===== src/rtl/fr_adder_ksp.sv =====
// fr_adder_ksp: pipelined sign-magnitude adder built on a Kogge-Stone prefix carry network.
// Latency LAT = 3 + clog2(WIDTH) cycles: swap/sign, G0/P0, clog2(WIDTH) prefix levels, sum.
// Backpressure: one global advance (adv = !out_valid || out_ready) freezes every stage; in_ready = adv.
//
// Ports:
//   clock, reset            single rising-edge clock, asynchronous active-high reset
//   in_valid / in_ready     operand handshake (accept when both high)
//   in1, in2                unsigned operand magnitudes (WIDTH bits)
//   sign_in1, sign_in2      operand signs, 1 = negative
//   in_tag                  opaque side-band tag, returned unchanged with the result
//   out_valid / out_ready   result handshake
//   out                     result magnitude (WIDTH bits)
//   adder_out_sign          result sign (never negative zero for cancelling operands)
//   overflow_signal         carry-out of a same-sign magnitude add, 0 for subtractions
//   out_tag                 tag travelling with the result
//   out_lzc                 leading-zero count of out; present only when FR_ADDER_LZC_EN is defined
//
// Build option: define FR_ADDER_LZC_EN to add the out_lzc output (WIDTH when out = 0).
module fr_adder_ksp #(
  parameter int WIDTH = 24,
  parameter int TAG_W = 4
) (
  input  logic             clock,
  input  logic             reset,
  input  logic             in_valid,
  output logic             in_ready,
  input  logic [WIDTH-1:0] in1,
  input  logic [WIDTH-1:0] in2,
  input  logic             sign_in1,
  input  logic             sign_in2,
  input  logic [TAG_W-1:0] in_tag,
  output logic             out_valid,
  input  logic             out_ready,
  output logic [WIDTH-1:0] out,
  output logic             adder_out_sign,
  output logic             overflow_signal,
  output logic [TAG_W-1:0] out_tag
`ifdef FR_ADDER_LZC_EN
  ,
  output logic [$clog2(WIDTH+1)-1:0] out_lzc
`endif
);

  // Total latency and the number of prefix levels it implies.
  localparam int LAT = 3 + $clog2(WIDTH);
  localparam int LVL = LAT - 3;

  // ---------------------------------------------------------------------------
  // Global advance. Every register in the pipe (data, valid, tag) loads only
  // when adv is high, so a stalled output freezes the whole pipe in place and
  // bubbles keep their positions.
  // ---------------------------------------------------------------------------
  logic adv;
  logic out_valid_q;

  assign adv      = !out_valid_q || out_ready;
  assign in_ready = adv;

  // ---------------------------------------------------------------------------
  // Stage 1: swap / sign.
  // For differing signs the larger magnitude is placed in operand a so that the
  // later a + ~b + 1 always yields a non-negative difference; the result sign is
  // the sign of the larger magnitude, and forced positive on exact cancellation.
  // ---------------------------------------------------------------------------
  logic             s1_vld_q,  s1_vld_d;
  logic [WIDTH-1:0] s1_a_q,    s1_a_d;
  logic [WIDTH-1:0] s1_b_q,    s1_b_d;
  logic             s1_sub_q,  s1_sub_d;
  logic             s1_sign_q, s1_sign_d;
  logic [TAG_W-1:0] s1_tag_q,  s1_tag_d;

  always_comb begin
    s1_vld_d  = in_valid;
    s1_tag_d  = in_tag;
    s1_sub_d  = sign_in1 ^ sign_in2;
    s1_a_d    = in1;
    s1_b_d    = in2;
    s1_sign_d = sign_in1;
    if (s1_sub_d) begin
      if (in1 > in2) begin
        s1_a_d    = in1;
        s1_b_d    = in2;
        s1_sign_d = sign_in1;
      end else if (in2 > in1) begin
        s1_a_d    = in2;
        s1_b_d    = in1;
        s1_sign_d = sign_in2;
      end else begin
        // Equal magnitudes with opposite signs: result is +0.
        s1_a_d    = in1;
        s1_b_d    = in2;
        s1_sign_d = 1'b0;
      end
    end
  end

  // ---------------------------------------------------------------------------
  // Prefix pipeline. Index 0 holds the bitwise G0/P0 stage; index k (1..LVL)
  // holds the result of prefix level k, which combines spans of 2^(k-1) bits.
  //   g_q  : group generate, after level LVL g[i] is the carry out of bit i
  //   p_q  : group propagate, not needed after the last level
  //   hs_q : bitwise half sum a ^ b_eff, needed unchanged by the sum stage
  // The subtraction carry-in is folded into bit 0's generate, so the network
  // never needs a separate carry-in input; sub_q still supplies c0 to bit 0.
  // ---------------------------------------------------------------------------
  logic [LVL:0][WIDTH-1:0]   g_q,    g_d;
  logic [LVL-1:0][WIDTH-1:0] p_q,    p_d;
  logic [LVL:0][WIDTH-1:0]   hs_q,   hs_d;
  logic [LVL:0]              vld_q,  vld_d;
  logic [LVL:0]              sub_q,  sub_d;
  logic [LVL:0]              sign_q, sign_d;
  logic [LVL:0][TAG_W-1:0]   tag_q,  tag_d;
  logic [WIDTH-1:0]          b_eff;

  always_comb begin
    // Side-band bits simply shift down the pipe alongside the data.
    vld_d  = {vld_q[LVL-1:0],  s1_vld_q};
    sub_d  = {sub_q[LVL-1:0],  s1_sub_q};
    sign_d = {sign_q[LVL-1:0], s1_sign_q};
    tag_d  = {tag_q[LVL-1:0],  s1_tag_q};
    hs_d   = {hs_q[LVL-1:0],   {WIDTH{1'b0}}};
    g_d    = '0;
    p_d    = '0;

    // G0/P0: subtraction uses the ones' complement of the smaller operand.
    b_eff     = s1_sub_q ? ~s1_b_q : s1_b_q;
    hs_d[0]   = s1_a_q ^ b_eff;
    g_d[0]    = s1_a_q & b_eff;
    g_d[0][0] = g_d[0][0] | (hs_d[0][0] & s1_sub_q);
    p_d[0]    = hs_d[0];

    // Kogge-Stone generate combine: G'[i] = G[i] | P[i] & G[i-d].
    // Bits below d are already final and pass through untouched.
    for (int k = 1; k <= LVL; k++) begin
      g_d[k] = g_q[k-1] | (p_q[k-1] & (g_q[k-1] << (1 << (k - 1))));
    end

    // Propagate combine. Bits below d become 0; later levels only read
    // propagate bits at positions >= 2d, so their value does not matter.
    for (int k = 1; k < LVL; k++) begin
      p_d[k] = p_q[k-1] & (p_q[k-1] << (1 << (k - 1)));
    end
  end

  // ---------------------------------------------------------------------------
  // Sum stage. Carry into bit i is the final group generate of bit i-1; the
  // carry into bit 0 is the subtraction carry-in. A subtraction's carry-out is
  // an artefact of two's-complement negation, so overflow is masked there.
  // ---------------------------------------------------------------------------
  logic [WIDTH-1:0] sum_d;
  logic             ovf_d;
  logic [WIDTH-1:0] out_q;
  logic             out_sign_q;
  logic             ovf_q;
  logic [TAG_W-1:0] out_tag_q;

  always_comb begin
    sum_d = hs_q[LVL] ^ {g_q[LVL][WIDTH-2:0], sub_q[LVL]};
    ovf_d = g_q[LVL][WIDTH-1] & ~sub_q[LVL];
  end

`ifdef FR_ADDER_LZC_EN
  localparam int LZW = $clog2(WIDTH + 1);

  logic [LZW-1:0] lzc_d;
  logic [LZW-1:0] lzc_q;

  // Leading-zero count of the next sum; the highest set bit wins because it
  // is visited last. An all-zero sum leaves the default of WIDTH.
  always_comb begin
    lzc_d = LZW'(WIDTH);
    for (int i = 0; i < WIDTH; i++) begin
      if (sum_d[i]) begin
        lzc_d = LZW'(WIDTH - 1 - i);
      end
    end
  end

  always_ff @(posedge clock or posedge reset) begin
    if (reset) begin
      lzc_q <= '0;
    end else if (adv) begin
      lzc_q <= lzc_d;
    end
  end

  assign out_lzc = lzc_q;
`endif

  // ---------------------------------------------------------------------------
  // State registers. Reset clears every valid bit immediately, which discards
  // all in-flight operations, and zeroes the datapath.
  // ---------------------------------------------------------------------------
  always_ff @(posedge clock or posedge reset) begin
    if (reset) begin
      s1_vld_q    <= 1'b0;
      s1_a_q      <= '0;
      s1_b_q      <= '0;
      s1_sub_q    <= 1'b0;
      s1_sign_q   <= 1'b0;
      s1_tag_q    <= '0;
      g_q         <= '0;
      p_q         <= '0;
      hs_q        <= '0;
      vld_q       <= '0;
      sub_q       <= '0;
      sign_q      <= '0;
      tag_q       <= '0;
      out_valid_q <= 1'b0;
      out_q       <= '0;
      out_sign_q  <= 1'b0;
      ovf_q       <= 1'b0;
      out_tag_q   <= '0;
    end else if (adv) begin
      s1_vld_q    <= s1_vld_d;
      s1_a_q      <= s1_a_d;
      s1_b_q      <= s1_b_d;
      s1_sub_q    <= s1_sub_d;
      s1_sign_q   <= s1_sign_d;
      s1_tag_q    <= s1_tag_d;
      g_q         <= g_d;
      p_q         <= p_d;
      hs_q        <= hs_d;
      vld_q       <= vld_d;
      sub_q       <= sub_d;
      sign_q      <= sign_d;
      tag_q       <= tag_d;
      out_valid_q <= vld_q[LVL];
      out_q       <= sum_d;
      out_sign_q  <= sign_q[LVL];
      ovf_q       <= ovf_d;
      out_tag_q   <= tag_q[LVL];
    end
  end

  assign out_valid       = out_valid_q;
  assign out             = out_q;
  assign adder_out_sign  = out_sign_q;
  assign overflow_signal = ovf_q;
  assign out_tag         = out_tag_q;

endmodule


===== config.mk =====
export PLATFORM = sky130hd
export DESIGN_NAME = fr_adder_ksp
export DESIGN_NICKNAME = d
export VERILOG_FILES = /design/src/rtl/fr_adder_ksp.sv
export SDC_FILE = /design/constraint.sdc
export NUM_CORES = 1
export LEC_CHECK = 0
export BUFFER_PORTS_ARGS = -buffer_cell sky130_fd_sc_hd__buf_2
export CAP_MARGIN = 20
export CORE_MARGIN = 4
export CORE_UTILIZATION = 61
export DETAILED_ROUTE_END_ITERATION = 16
export GPL_TIMING_DRIVEN = 0
export PLACE_DENSITY_LB_ADDON = 0.08
export SYNTH_ARGS = -nofsm -noshare
export SYNTH_HDL_FRONTEND = slang
export SYNTH_SLANG_ARGS = --single-unit

===== constraint.sdc =====
create_clock -name clock -period 18.5 [get_ports clock]
set_input_delay 2.775 -clock clock [delete_from_list [all_inputs] [get_ports clock]]
set_output_delay 2.775 -clock clock [all_outputs]
set_load 0.005 [all_outputs]

## After elaboration in Yosys (flattened, before gate mapping)

Cells that the tools add are included.

| operators by class | value |
|---|---|
| muxes and demuxes | 10 |
| order comparisons | 2 |
| bitwise gates (word level) | 23 |
| reduce and logical (&&, ||, !) cells | 2 |

Operators by type and width:

| kind | number |
|---|---|
| AND 24 bit | 10 |
| 2-to-1 mux 24 bit | 7 |
| OR 24 bit | 5 |
| > comparator 24 bit | 2 |
| XOR 24 bit | 2 |
| NOT 24 bit | 1 |
| 2-to-1 mux 1 bit | 3 |
| AND 1 bit | 2 |
| logical NOT 1 bit | 1 |
| logical OR 1 bit | 1 |
| NOT 1 bit | 1 |
| OR 1 bit | 1 |
| XOR 1 bit | 1 |

| word-level totals | value |
|---|---|
| input port bits | 58 |
| output and inout port bits | 32 |
| logic and storage cells | 73 |
| flip-flop bits (word level) | 512 |

## Logic depth before layout (Yosys ltp)

| depth | value |
|---|---|
| depth in word-level cells | 5 |
| mapped depth | 11 |
| gate-level depth less buffers | 9 |

## Worst setup path after synthesis

OpenSTA, ideal clock, no wires.

| path | value |
|---|---|
| path kind | input port to output port |
| from | in out_ready |
| to | out in_ready |
| data required time | 15.725 ns |
| buffers on the path | 5 |
| arrival | 3.972 ns |
| path slack | 11.753 ns |
| stages on the path | 7 |
| cells stage by stage | nor2b_1 > clkbuf_1 > clkbuf_1 > inv_1 > buf_2 > clkbuf_1 > clkbuf_1 |

| between the ends | value |
|---|---|
| longest elaborated chain between the ends | 1 |

Ends and longest elaborated chain:

| item | RTL line | source |
|---|---|---|
| start, declared | 33 | `input logic out_ready,` |
| logical OR 1 bit | 56 | `assign adv = !out_valid_q \|\| out_ready;` |
| end, declared | 26 | `output logic in_ready,` |

Every way passes these cells.

## Worst setup path after layout

Same ends and word-level chain as after synthesis.

==> impl_table.tex <==
\begin{tabular}{lr}
\hline
Metric & Value \\
\hline
\multicolumn{2}{l}{\textbf{Logic synthesis}} \\
Register bit count reported by yosys & 482 \\
Async SR Flop Fraction & 100.0\% \\
Cell types with the largest area share after synthesis & sky130\_fd\_sc\_hd\_\_dfrtp\_1, sky130\_fd\_sc\_hd\_\_nand2\_1, sky130\_fd\_sc\_hd\_\_a21oi\_1 \\
Sequential cell area fraction in the yosys report & 60.48\% \\
Synthesized Nets & 2290 \\
Main combinational cell family by area after synthesis & simple AND/OR/NAND/NOR gates \\
Share of synthesized area spent on multiplexers & 2.460\% \\
Count of cell types in the netlist & 29 \\
Leading cell types by count after synthesis & sky130\_fd\_sc\_hd\_\_nand2\_1, sky130\_fd\_sc\_hd\_\_dfrtp\_1, sky130\_fd\_sc\_hd\_\_a21oi\_1 \\
Synth Warn \# & 0 \\
Adder and majority cell fraction of the synthesized area & 2.949\% \\
Synthesized area divided by synthesized cell count & 9.127 sq um \\
Most common cell in the synthesized netlist & sky130\_fd\_sc\_hd\_\_nand2\_1 \\
Post-synth EDFFs & 0 \\
Dominant register cell in the synthesized netlist & sky130\_fd\_sc\_hd\_\_dfrtp\_1 \\
XOR/XNOR share of the synthesized area & 2.196\% \\
Total standard cell area after synthesis & 0.01994 sq mm \\
Basic-gate share of the synthesized area counting and, or, nand and nor cells & 22.10\% \\
Biggest area consumer among synthesized cells & sky130\_fd\_sc\_hd\_\_dfrtp\_1 \\
Portion of synthesized cell area occupied by the leading cell type & 60.48\% \\
Compound-Gate Fraction of Synth Area & 6.977\% \\
Instance count of the mapped netlist & 2185 \\
\multicolumn{2}{l}{\textbf{Setup path}} \\
Kind of start point of the critical path & primary input \\
Maximum fanout along the worst path & 10 \\
Top cell by count, worst path & sky130\_fd\_sc\_hd\_\_clkbuf\_1 \\
Worst Reg-to-Reg Cells & 7 \\
Delay of the slowest cell on the worst path & 0.72 ns \\
Count of cell instances traversed by the critical path & 9 \\
Data arrival at the endpoint of the critical path & 5.38 ns \\
Critical path cell sequence & buf\_2 -> nor2b\_1 -> clkbuf\_1 -> clkbuf\_1 -> inv\_1 -> buf\_2 -> clkbuf\_1 -> clkbuf\_1 -> buf\_2 \\
Critical path class & primary input to output port \\
Capturing element type of the critical path & output port \\
Buffers plus inverters on the worst setup path & 8 \\
Data required time of the worst path & 15.73 ns \\
Crit-path leading delay family & buffers and inverters \\
Cell at the slowest stage of the critical path & sky130\_fd\_sc\_hd\_\_clkbuf\_1 \\
\multicolumn{2}{l}{\textbf{CTS}} \\
H-tree depth & 2 \\
CTS Hold Buffers Added & 0 \\
Number of gates resized after CTS & 0 \\
CTS max path bufs & 3 \\
Latest clock arrival within the worst-skew pair & 0.57 ns \\
Post-CTS Repair Setup Buffers & 0 \\
Total clock buffers created by CTS & 49 \\
Cell at the root of the clock tree & sky130\_fd\_sc\_hd\_\_clkbuf\_16 \\
CTS clock-pin slew for the worst setup and hold paths & 0.06 ns \\
Clock tree from TritonCTS & yes \\
Sinks on Clock Net & 482 \\
\multicolumn{2}{l}{\textbf{Power}} \\
Total chip power & 3858 uW \\
Maximum ir drop on the vdd rail & 0.0001012 V \\
Power density normalized to cell area & 169.5 mW/mm\^{}2 \\
Leakage power of the design & 0.01178 uW \\
\multicolumn{2}{l}{\textbf{Floorplan}} \\
Initial Utilization & 62.55\% \\
Std-Cell Core Area & 0.03188 sq mm \\
\# rows & 65 \\
Io pins & 90 \\
Total die area & 0.03565 sq mm \\
Die height & 188.8 um \\
Die span in x & 188.8 um \\
\multicolumn{2}{l}{\textbf{STA}} \\
Final hold violation count & 0 \\
Worst max-slew margin expressed relative to the limit & 35.91\% \\
Total Neg Setup Slack & 0 ns \\
Hold slack final & 0.4634 ns \\
Max frequency & 122.6 MHz \\
Max Clock Skew & 0.01423 ns \\
Fin. max-slew vios & 0 \\
Worst setup slack after layout & 10.34 ns \\
Min Tclk post-route & 8.156 ns \\
Slew at the pin with the worst max-slew slack & 0.9613 ns \\
Post-route clock period utilization & 44.09\% \\
Unrepaired setup endpoints after global routing & false \\
Final setup violation count & 0 \\
\multicolumn{2}{l}{\textbf{Final layout}} \\
Area growth from synthesis to final layout & 14.11\% \\
Share of final-layout standard cells stronger than drive strength 1 & 7.731\% \\
ANT cells & 0 \\
Share of the core filled with cells & 71.38\% \\
Number of nets in the finished design & 2434 \\
Fill cell count & 2476 \\
\multicolumn{2}{l}{\textbf{Route}} \\
Metal1 wirelength & 20220 um \\
Drt total wl & 47320 um \\
Per-cell routed wire length & 16.89 um \\
DR pass1 iterations & 7 \\
ANT nets after route & 0 \\
Count of vias placed by the detailed router & 15100 \\
Uppermost layer routed & met4 \\
Wire length on met2 & 22650 um \\
Wire length on met3 & 2448 um \\
Via density & 5.388 \\
DR DRC count & 0 \\
Number of DRC markers in iteration 0 & 994 \\
\multicolumn{2}{l}{\textbf{Global routing}} \\
Via count of the first global-routing pass & 15220 \\
Wire length of the first global-routing pass & 78760 um \\
Antenna violations before repair & 0 \\
Global routing usage summed across all routing layers & 27.40\% \\
Pin count of the biggest net entering global routing & 126 \\
GR Overflow Total & 0 \\
\multicolumn{2}{l}{\textbf{Placed design}} \\
DP HPWL & 34410 um \\
Final estimated routing congestion in global placement & 1.003 \\
DP Worst Slack & 10.34 ns \\
Count of buffers from port buffering & 89 \\
\multicolumn{2}{l}{\textbf{Min path}} \\
Cell count of the worst hold path & 2 \\
Path type of the worst min-delay path & flop to flop \\
\multicolumn{2}{l}{\textbf{Run status}} \\
Result of the run & complete, no violations \\
\multicolumn{2}{l}{\textbf{Run}} \\
Max-cap check violation count & 0 \\
\hline
\end{tabular}
logic make-up after synthesis:
group / Yosys count
AOI/OAI and AO/OA: 274
adders and majority gates: 47
muxes: 49
DFF: 482
and+or+nand+nor: 1141
xor gates and xnor gates: 50
buffers and inverters: 142
state kept, by name, indices dropped and copies added (netlist names):
| name | count |
|---|---|
| out_tag | 4 |
| out | 24 |
| s1_b_q | 24 |
| sign_q | 6 |
| hs_d | 120 |
| adder_out_sign | 1 |
| s1_sign_q | 1 |
| s1_a_q | 24 |
| s1_vld_q | 1 |
| overflow_signal | 1 |
| vld_q | 6 |
| sub_q | 6 |
| hs_q | 24 |
| s1_sub_q | 1 |
| out_valid | 1 |
| tag_q | 4 |
| p_q | 66 |
| g_q | 144 |
| tag_d | 20 |
| s1_tag_q | 4 |
cell type report:
cell class              instances  area (sq um)  area share, %
flip-flops and latches        482         12060          53.00
repair buffers                 93         555.5          2.441
clock inverters                13         206.4         0.9072
multi-input cells            1561          7316          32.15
well taps                     435         544.3          2.392
plain buffers                 115         462.9          2.034
inverters                      27         108.9         0.4784
clock buffers                  76          1500          6.593
cells in the final DEF (no fill, tap or decap), types with 2 or more instances in the layout:
cell type,n
sky130_fd_sc_hd__xnor2_1,26
sky130_fd_sc_hd__o21ai_0,118
sky130_fd_sc_hd__clkinv_2,4
sky130_fd_sc_hd__dfrtp_1,482
sky130_fd_sc_hd__nand2_1,1004
sky130_fd_sc_hd__mux2i_1,49
sky130_fd_sc_hd__inv_8,2
sky130_fd_sc_hd__clkbuf_1,105
sky130_fd_sc_hd__nor2_1,51
sky130_fd_sc_hd__buf_6,3
sky130_fd_sc_hd__nand4_1,4
sky130_fd_sc_hd__bufinv_16,5
sky130_fd_sc_hd__buf_2,96
sky130_fd_sc_hd__a21oi_1,149
sky130_fd_sc_hd__xor2_1,24
sky130_fd_sc_hd__buf_16,4
sky130_fd_sc_hd__inv_1,26
sky130_fd_sc_hd__clkbuf_8,13
sky130_fd_sc_hd__ha_1,47
sky130_fd_sc_hd__clkbuf_16,51
sky130_fd_sc_hd__nand3_1,71
sky130_fd_sc_hd__nor3_1,2
sky130_fd_sc_hd__nor2b_1,3
sky130_fd_sc_hd__nor4_1,2
sky130_fd_sc_hd__buf_1,12
sky130_fd_sc_hd__nand2b_1,2
power breakdown:
part | total (uW) | switching (uW) | leakage [uW] | internal, uW
sequential | 1850 | 353 | 0.00603 | 1490
combinational | 979 | 615 | 0.00491 | 364
clock | 1030 | 405 | 0.000837 | 627
tightest hold or removal path, cell delays in order, from the launching register on:
cell	delay (ns)
sky130_fd_sc_hd__dfrtp_1	0.34
sky130_fd_sc_hd__nand2_1	0.05
sky130_fd_sc_hd__nand2_1	0.05
path summary, 6_finish.rpt:
path | from | end | slack [ns]
worst min-delay path | out_tag[2]$_DFFE_PP0P_ | out_tag[2]$_DFFE_PP0P_ | 0.46
min in group asynchronous | reset | out_tag[0]$_DFFE_PP0P_ | 2.29
worst min register to register | out_tag[2]$_DFFE_PP0P_ | out_tag[2]$_DFFE_PP0P_ | 0.46
worst max-delay path | out_ready | in_ready | 10.34
worst max register to register | out_valid$_DFFE_PP0P_ | s1_sign_q$_DFFE_PP0P_ | 15.33
max in group asynchronous | reset | p_q[112]$_DFFE_PP0P_ | 14.43
metrics by stage:
| stage | area (sq um) | cells |
|---|---|---|
| global route | 22760 | 2802 |
| detailed placement | 21050 | 2713 |
| finish | 22760 | 2802 |
| floorplan | 19940 | 2185 |
| CTS | 22760 | 2802 |
| global placement | 20930 | 2709 |
routing by layer:
layer | global-route usage [%] | up-vias
li1 | - | 7306
met5 | 0 | -
met4 | 10.45 | 0
met2 | 46.26 | 433
met1 | 36.39 | 7245
met3 | 4.057 | 112
No activity file was read; power rests on OpenSTA's default activity.
